==> config.mk <==
export PLATFORM = sky130hd
export DESIGN_NAME = rr_arbiter_ctrl
export DESIGN_NICKNAME = d
export VERILOG_FILES = /design/src/rtl/arb_pkg.sv /design/src/rtl/rr_pick.sv /design/src/rtl/rr_arbiter_ctrl.sv
export SDC_FILE = /design/constraint.sdc
export NUM_CORES = 1
export LEC_CHECK = 0
export BUFFER_PORTS_ARGS = -buffer_cell sky130_fd_sc_hd__buf_2
export CORE_MARGIN = 10
export CORE_UTILIZATION = 49
export DETAILED_ROUTE_END_ITERATION = 10
export GPL_ROUTABILITY_DRIVEN = 0
export GPL_TIMING_DRIVEN = 0
export PLACE_DENSITY_LB_ADDON = 0.05
export SYNTH_ARGS = -nofsm -noshare
export SYNTH_HDL_FRONTEND = slang
export SYNTH_SLANG_ARGS = --single-unit
==> constraint.sdc <==
create_clock -name clk -period 2.2 [get_ports clk]
set_clock_uncertainty 0.05 [all_clocks]
set_input_delay 0.66 -clock clk [delete_from_list [all_inputs] [get_ports clk]]
set_output_delay 0.66 -clock clk [all_outputs]
set_load 0.05 [all_outputs]
==> src/rtl/arb_pkg.sv <==
// Shared definitions for the round-robin arbiter controller.
//   arb_state_e  : controller state (ARB_IDLE = no owner, ARB_BUSY = one owner)
//   NUM_REQ_DEF  : default number of requesters
//   MAX_HOLD_DEF : default maximum consecutive grant cycles when timeout is built in
package arb_pkg;

  typedef enum logic {
    ARB_IDLE = 1'b0,
    ARB_BUSY = 1'b1
  } arb_state_e;

  localparam int NUM_REQ_DEF  = 4;
  localparam int MAX_HOLD_DEF = 8;

endpackage

==> src/rtl/rr_pick.sv <==
// Rotate-priority find-first.
// Searches req_i & ~excl_i starting at index start_i, wrapping from N-1 to 0,
// and returns the first eligible bit as a one-hot vector.
// Ports:
//   req_i   [N-1:0]   request vector
//   start_i [IDW-1:0] index where the search begins (must be < N)
//   excl_i  [N-1:0]   bits that may not win
//   pick_o  [N-1:0]   one-hot winner, all-zero when nothing is eligible
//   found_o           a winner exists
module rr_pick #(
  parameter int N   = 4,
  parameter int IDW = $clog2(N)
) (
  input  logic [N-1:0]   req_i,
  input  logic [IDW-1:0] start_i,
  input  logic [N-1:0]   excl_i,
  output logic [N-1:0]   pick_o,
  output logic           found_o
);

  logic [N-1:0] eligible;
  assign eligible = req_i & ~excl_i;

  always_comb begin
    int  idx;
    logic hit;
    idx    = 0;
    hit    = 1'b0;
    pick_o = '0;
    for (int k = 0; k < N; k++) begin
      idx = int'(start_i) + k;
      if (idx >= N) idx = idx - N;
      if (!hit && eligible[idx]) begin
        pick_o[idx] = 1'b1;
        hit         = 1'b1;
      end
    end
    found_o = hit;
  end

endmodule

==> src/rtl/rr_arbiter_ctrl.sv <==
// Round-robin arbiter controller with registered one-hot grant.
// A granted requester keeps the grant for as long as it requests; when it drops,
// the grant moves to the next round-robin winner on the same edge (no bubble).
// Optional macro ARB_TIMEOUT_EN adds preemption after MAX_HOLD consecutive grant
// cycles; without it there is no hold counter at all.
// Ports:
//   clk          clock, rising edge
//   reset        asynchronous active-low reset
//   request      [NUM_REQ-1:0] level-sensitive requests
//   grant        [NUM_REQ-1:0] registered grant, one-hot or zero
//   grant_valid  registered OR of grant
//   grant_id     [ID_W-1:0] registered index of the granted requester, 0 if none
//   state_dbg    current controller state, for observation only
//
// Handshake: a requester holds its request bit high until it is done; it owns
// the resource in every cycle its grant bit is high, and releases it by
// dropping the request. The grant follows one edge after the sampled request.
module rr_arbiter_ctrl
  import arb_pkg::*;
#(
  parameter int NUM_REQ  = NUM_REQ_DEF,
  parameter int MAX_HOLD = MAX_HOLD_DEF,
  localparam int ID_W    = $clog2(NUM_REQ)
) (
  input  logic               clk,
  input  logic               reset,
  input  logic [NUM_REQ-1:0] request,
  output logic [NUM_REQ-1:0] grant,
  output logic               grant_valid,
  output logic [ID_W-1:0]    grant_id,
  output arb_state_e         state_dbg
);

  arb_state_e         state_q, state_d;
  logic [NUM_REQ-1:0] grant_q, grant_d;
  logic               valid_q, valid_d;
  logic [ID_W-1:0]    id_q, id_d;
  logic [ID_W-1:0]    ptr_q, ptr_d;

  logic [NUM_REQ-1:0] excl;
  logic [NUM_REQ-1:0] pick;
  logic               found;
  logic [ID_W-1:0]    pick_id;
  logic               owner_req;
  logic               take_new;

  assign owner_req = |(request & grant_q);

`ifdef ARB_TIMEOUT_EN
  localparam int HOLD_W = (MAX_HOLD > 1) ? $clog2(MAX_HOLD) : 1;
  logic [HOLD_W-1:0] hold_q, hold_d;
  logic              timeout;

  assign timeout = (state_q == ARB_BUSY) && owner_req &&
                   (hold_q == HOLD_W'(MAX_HOLD - 1));
  // The pointer already sits at owner+1, so excluding the owner is all
  // that is needed to search "from owner+1, skipping the owner".
  assign excl = timeout ? grant_q : '0;
`else
  assign excl = '0;
`endif

  rr_pick #(
    .N   (NUM_REQ),
    .IDW (ID_W)
  ) u_pick (
    .req_i   (request),
    .start_i (ptr_q),
    .excl_i  (excl),
    .pick_o  (pick),
    .found_o (found)
  );

  always_comb begin
    pick_id = '0;
    for (int i = 0; i < NUM_REQ; i++) begin
      if (pick[i]) pick_id = ID_W'(i);
    end
  end

  always_comb begin
    state_d  = state_q;
    grant_d  = grant_q;
    valid_d  = valid_q;
    id_d     = id_q;
    ptr_d    = ptr_q;
    take_new = 1'b0;
`ifdef ARB_TIMEOUT_EN
    hold_d   = hold_q;
`endif
    case (state_q)
      ARB_IDLE: begin
        if (found) take_new = 1'b1;
      end
      ARB_BUSY: begin
        if (owner_req) begin
`ifdef ARB_TIMEOUT_EN
          if (timeout) begin
            // Nobody else waiting: owner keeps the grant, window restarts.
            if (found) take_new = 1'b1;
            else       hold_d   = '0;
          end else if (hold_q != HOLD_W'(MAX_HOLD - 1)) begin
            hold_d = hold_q + 1'b1;
          end
`endif
        end else if (found) begin
          take_new = 1'b1;
        end else begin
          state_d = ARB_IDLE;
          grant_d = '0;
          valid_d = 1'b0;
          id_d    = '0;
        end
      end
      default: begin
        state_d = ARB_IDLE;
        grant_d = '0;
        valid_d = 1'b0;
        id_d    = '0;
      end
    endcase

    if (take_new) begin
      state_d = ARB_BUSY;
      grant_d = pick;
      valid_d = 1'b1;
      id_d    = pick_id;
      ptr_d   = (pick_id == ID_W'(NUM_REQ - 1)) ? '0 : pick_id + 1'b1;
`ifdef ARB_TIMEOUT_EN
      hold_d  = '0;
`endif
    end
  end

  always_ff @(posedge clk or negedge reset) begin
    if (!reset) begin
      state_q <= ARB_IDLE;
      grant_q <= '0;
      valid_q <= 1'b0;
      id_q    <= '0;
      ptr_q   <= '0;
    end else begin
      state_q <= state_d;
      grant_q <= grant_d;
      valid_q <= valid_d;
      id_q    <= id_d;
      ptr_q   <= ptr_d;
    end
  end

`ifdef ARB_TIMEOUT_EN
  always_ff @(posedge clk or negedge reset) begin
    if (!reset) hold_q <= '0;
    else        hold_q <= hold_d;
  end
`endif

  assign grant       = grant_q;
  assign grant_valid = valid_q;
  assign grant_id    = id_q;
  assign state_dbg   = state_q;

endmodule
Yosys cells after proc, flatten, opt, wreduce, memory -nomap -nowiden
Cells that the tools add are included.
{"block": "op_classes", "add_sub_neg": 8, "order_cmp": 12, "n_eq_ne": 3, "mux": 54, "bitwise_logic": 5, "n_reduce_logical": 13}
{"op": "$ge 32x1->1 const B", "count": 4}
{"op": "$lt 32x4->1 const B", "count": 4}
{"op": "$mux 32", "count": 4}
{"op": "$ge 32x4->1 const B", "count": 3}
{"op": "$sub 32x4->32 const B", "count": 3}
{"op": "$mux 4", "count": 8}
{"op": "$mux 1", "count": 26}
{"op": "$mux 2", "count": 7}
{"op": "$or 4x4->4", "count": 3}
{"op": "$bmux 1 s2", "count": 4}
{"op": "$demux 1 s2", "count": 4}
{"op": "$logic_and 1x1->1", "count": 7}
{"op": "$add 2x2->3 const B", "count": 2}
{"op": "$and 4x4->4", "count": 1}
{"op": "$ne 2x1->1 const B", "count": 2}
{"op": "$reduce_or 4->1", "count": 1}
{"op": "$sub 2x3->4 const B", "count": 1}
{"op": "$add 2x1->3 const B", "count": 1}
{"op": "$ge 2x3->1 const B", "count": 1}
{"op": "$logic_not 1->1", "count": 3}
{"op": "$reduce_and 3->1", "count": 1}
{"op": "$add 2x1->2 const B", "count": 1}
{"op": "$eq 2x2->1 const B", "count": 1}
{"op": "$pmux 1 s2", "count": 1}
{"op": "2 further kinds", "count": 2}
{"block": "totals", "reg_bits": 10, "in_bits": 6, "output_inout_bits": 8}

Logic depth before layout (Yosys ltp)
{"block": "logic_depth", "word_depth": 20, "ltp_mapped": 10}

Modules after synthesis
Synthesis repeated with hierarchy kept, for this count alone.
{"block": "unflattened", "hier_cells": 99, "area_unflattened_um2": 950.9}
{"mod": "rr_pick", "n_inst": 1, "cells_per_inst": 62, "area_per_inst_um2": 489.2, "seq_area_each_um2": 0.0}
{"mod": "rr_arbiter_ctrl", "n_inst": 1, "cells_per_inst": 37, "area_per_inst_um2": 461.7, "seq_area_each_um2": 250.2}

Least setup slack after synthesis
OpenSTA, ideal clock, no wires.
{"block": "synth_path", "path_kind": "register -> register", "from": "register ptr_q[0]", "to": "register ptr_q[0]", "arrival_time_ps": 2006, "required_ps": 2029, "path_slack_ps": 23, "path_stages_with_launch": 10, "n_path_buf": 2, "path_cell_list": "dfrtp_1 buf_6 inv_1 ha_1 clkbuf_2 mux2i_4 a2111oi_2 o2bb2ai_1 nand3b_1 a21boi_1"}
{"block": "synth_between", "elab_chain_cells": 20, "elab_cells_between_ends": 73, "cone_classes": "8 x add/sub; 12 x order compare; 1 x eq/ne; 39 x mux; 3 x bitwise; 10 x reduce/logical"}
{"item": "start: declaration", "line_no": "rr_arbiter_ctrl.sv:38", "source": "logic [ID_W-1:0] ptr_q, ptr_d;"}
{"item": "start signal: assignment", "line_no": "rr_arbiter_ctrl.sv:147", "source": "ptr_q <= ptr_d;"}
{"item": "branches (longest 20 deep; another with $sub 32x4->32)"}
Parallel ways; which one is timed is not known. The select of a mux whose other input is x is not followed.
A chain may end at the register's enable or synchronous reset.

Worst setup path after layout
Ends and elaborated chain as after synthesis.

==> results.yml <==
sta:
  finalWorstSetupSlack_ns: -0.0402
  maxSlewHeadroom: 0.715
  slew_violations: 0
  fin_setup_tns_ns: -0.0402
  rsz0062_at_grt: "yes"
  clock.fmax_mhz: 446
  post-route-period-util: 1.02
  worst_pin_slew_ns: 0.425
  setup_viol: 1
  whs_ns: 0.199
  final_hold_viol_count: 0
  min_period_ns: 2.24
worst_setup_path:
  crit_path_end_kind: "register"
  critPathKind: "reg -> reg"
  cp.arrival_ns: 2.33
  cp.required_ns: 2.29
  start_kind: "register"
  path_max_fanout: 5
clock_network:
  clk_latency_ns: 0.26
  hold_buffers: 0
  path_clk_slew_ns: 0.06
  clk_path_buf_depth: 2
  cts_sinks: 10
  cts_tree: "yes"
  cts_inserted_buffers: 3
  root_buffer: "clkbuf_4"
  htreeDepth: 1
power:
  pwr-share-comb: 0.782
  vdd_drop_max_v: 0.00107
  p_per_area_nw_per_um2: 1780
  p_int_mw: 1.05
  power.switching_mw: 1.05
  p_clk_frac: 0.057
  pwr-share-seq: 0.162
  p_leak_nw: 0.502
  swShare: 0.500
synth:
  synth_compound_area_frac: 0.231
  synth_warnings: 0
  yosys-top-cells-area: "dfrtp_1, mux2i_4, nand2_1"
  syn_avg_cell_area_sq_um: 9.06
  muxShareOfSynthArea: 0.142
  synth_top_family_by_area: "simple AND/OR/NAND/NOR gates"
  synthAdderAreaFrac: 0.0570
  synthSimpleGateAreaFrac: 0.245
  synth_top_area_frac: 0.285
  synth-xor-area-share: 0
  yosysTopAreaCell: "dfrtp_1"
  syn_area_sq_um: 878
  synth_seq_cells: 10
  synthDistinctLibCells: 35
  syn_inst: 97
  seq_area_frac_synth: 0.285
  synth_fp_nets: 107
final_layout:
  antenna_cells: 0
  area_growth_syn_to_layout_pct: 34.3
  final_core_util: 0.691
  layout-drive-gt1-share: 0.388
  final_cells: 146
  nFillCells: 132
  final_nets: 133
global_route:
  use_met1: 0.125
  grt_pass1_vias: 701
  grt_busiest_layer: "met2"
  grt_remaining_overflow: 0
  use_met3: 0.0412
  antenna_found_initial: 0
  grt_pass1_wl_um: 3280
  grt_use_met2: 0.163
  grt_max_degree: 11
  grtUsageTotal: 0.102
routing:
  dr_total_vias: 845
  wirelength_um: 2400
  drt_iter0_drc: 26
  firstDrtPassIters: 4
  wl_per_cell_um: 16.4
  via_per_inst: 5.79
  route.detailed.drc: 0
  final_antenna_net_count: 0
outcome:
  violations: "negative setup slack"
  status: "finished, violations left"
placed_design:
  dp_cells: 135
  dpl.hpwl_um: 1520
  port_buffers: 13
job:
  maxCapViolCount: 0
die:
  die_w_um: 62.3
  initial_core_util: 0.514
  coreArea_sq_um: 1710
  dieArea_sq_um: 3890
  die_h_um: 62.3
  ios: 14
  rows: 15
hold_path:
  hp-class: "in -> async"
==> timing repair <==
| action | in CTS | in global routing |
|---|---|---|
| pin swaps | 0 | 10 |
| buffers inserted | 1 | 7 |
| endpoints found under the hold margin | 0 | 0 |
| endpoints found under the setup margin | 8 | 6 |
| gates cloned | 0 | 1 |
| resized for setup | 7 | 15 |
==> critical path, stage by stage (launching register included) <==
cell and delay, ns:
dfrtp_1 0.41, buf_6 0.16, buf_12 0.11, mux2i_4 0.33
o22ai_2 0.16, a2111oi_4 0.40, o2bb2ai_2 0.14, nand3b_1 0.20
a21boi_2 0.18
==> synthesized netlist by cell type, drive strengths merged <==
cell type and n:
ha 4, a21boi 1, nor3 1, buf 1, nand2 14, or2 1, mux2 3, a21oi 2
a22oi 2, o2bb2ai 3, and2 1, a22o 3, mux2i 5, o21ai 8, inv 4, nor2 7
nor2b 1, nand3b 1, nor3b 5, and3b 2, nand3 1, and3 3, or4 1, o211ai 1
nand2b 3, dfrtp 10, a2111oi 3, clkbuf 2, o22ai 4
==> power by group through the flow <==
stage	Combinational [mW]	Sequential [mW]	Clock, mW
2_1_floorplan	0.790	0.507	0
3_3_place_gp	1.19	0.335	0
3_5_place_dp	1.19	0.339	0
4_1_cts	1.28	0.331	0.125
5_1_grt	1.75	0.350	0.133
6_report	1.64	0.339	0.118
==> path summary, 6_finish.rpt <==
path	from	end	slack, ns	cells after the start
setup / recovery	ptr_q[0]	ptr_q[0]	-0.04	8
hold / removal	reset	grant_valid	0.20	1
setup reg to reg	ptr_q[0]	ptr_q[0]	-0.04	8
hold reg to reg	grant_id[1]	grant_id[1]	0.41	2
max in group asynchronous	reset	ptr_q[1]	1.69	1
min in group clk	grant_id[1]	grant_id[1]	0.41	2
==> per-stage QoR <==
stage	power, mW	setup WS [ns]	cell area (sq um)
floorplan	1.30	0.0229	878
global placement	1.52	-0.315	975
detailed placement	1.53	-0.320	975
CTS	1.74	0.0464	1020
global route	2.23	-0.110	1180
finish	2.10	-0.0402	1180
==> registers in the layout, indices dropped and copies added, names as in the netlist <==
name	cells
grant_id	2
grant_valid	1
state_dbg	1
grant	4
ptr_q	2
==> metal layers <==
layer	routed length, um	vias up
met1	1060	407
met2	1200	26
met4	7	0
li1	-	410
met3	135	2
met5	0	-
==> placed cells by master (no fill, tap or decap), types with 2 or more instances in the layout <==
cell,instances
nand2_1,14
a22o_1,3
nand2b_1,3
buf_4,6
a21oi_1,2
clkbuf_4,3
ha_4,2
a2111oi_4,2
nor2_1,7
o22ai_2,3
and3_1,3
buf_2,14
inv_1,2
a22oi_1,2
dfrtp_1,9
o21ai_1,2
mux2i_4,4
mux2_2,2
o2bb2ai_2,2
nor3b_1,5
and3b_1,2
o21ai_0,5
ha_1,2
==> cell families (layout without fill, tap and decap cells) <==
family          Yosys count  after routing
simple gates             41             41
compound gates           27             27
flops                    10             10
mux                       8              8
buf+inv                   7             31
fa+ha+maj                 4              4
==> final cells by class <==
class	count	area [sq um]	area share
Sequential cell	10	251	0.213
Timing Repair Buffer	22	148	0.125
Tap cell	25	31.3	0.0265
Buffer	2	15.0	0.0127
Clock buffer	3	22.5	0.0191
Inverter	4	17.5	0.0148
Multi-Input combinational cell	80	694	0.589
Power figures use the tool's default switching activity.
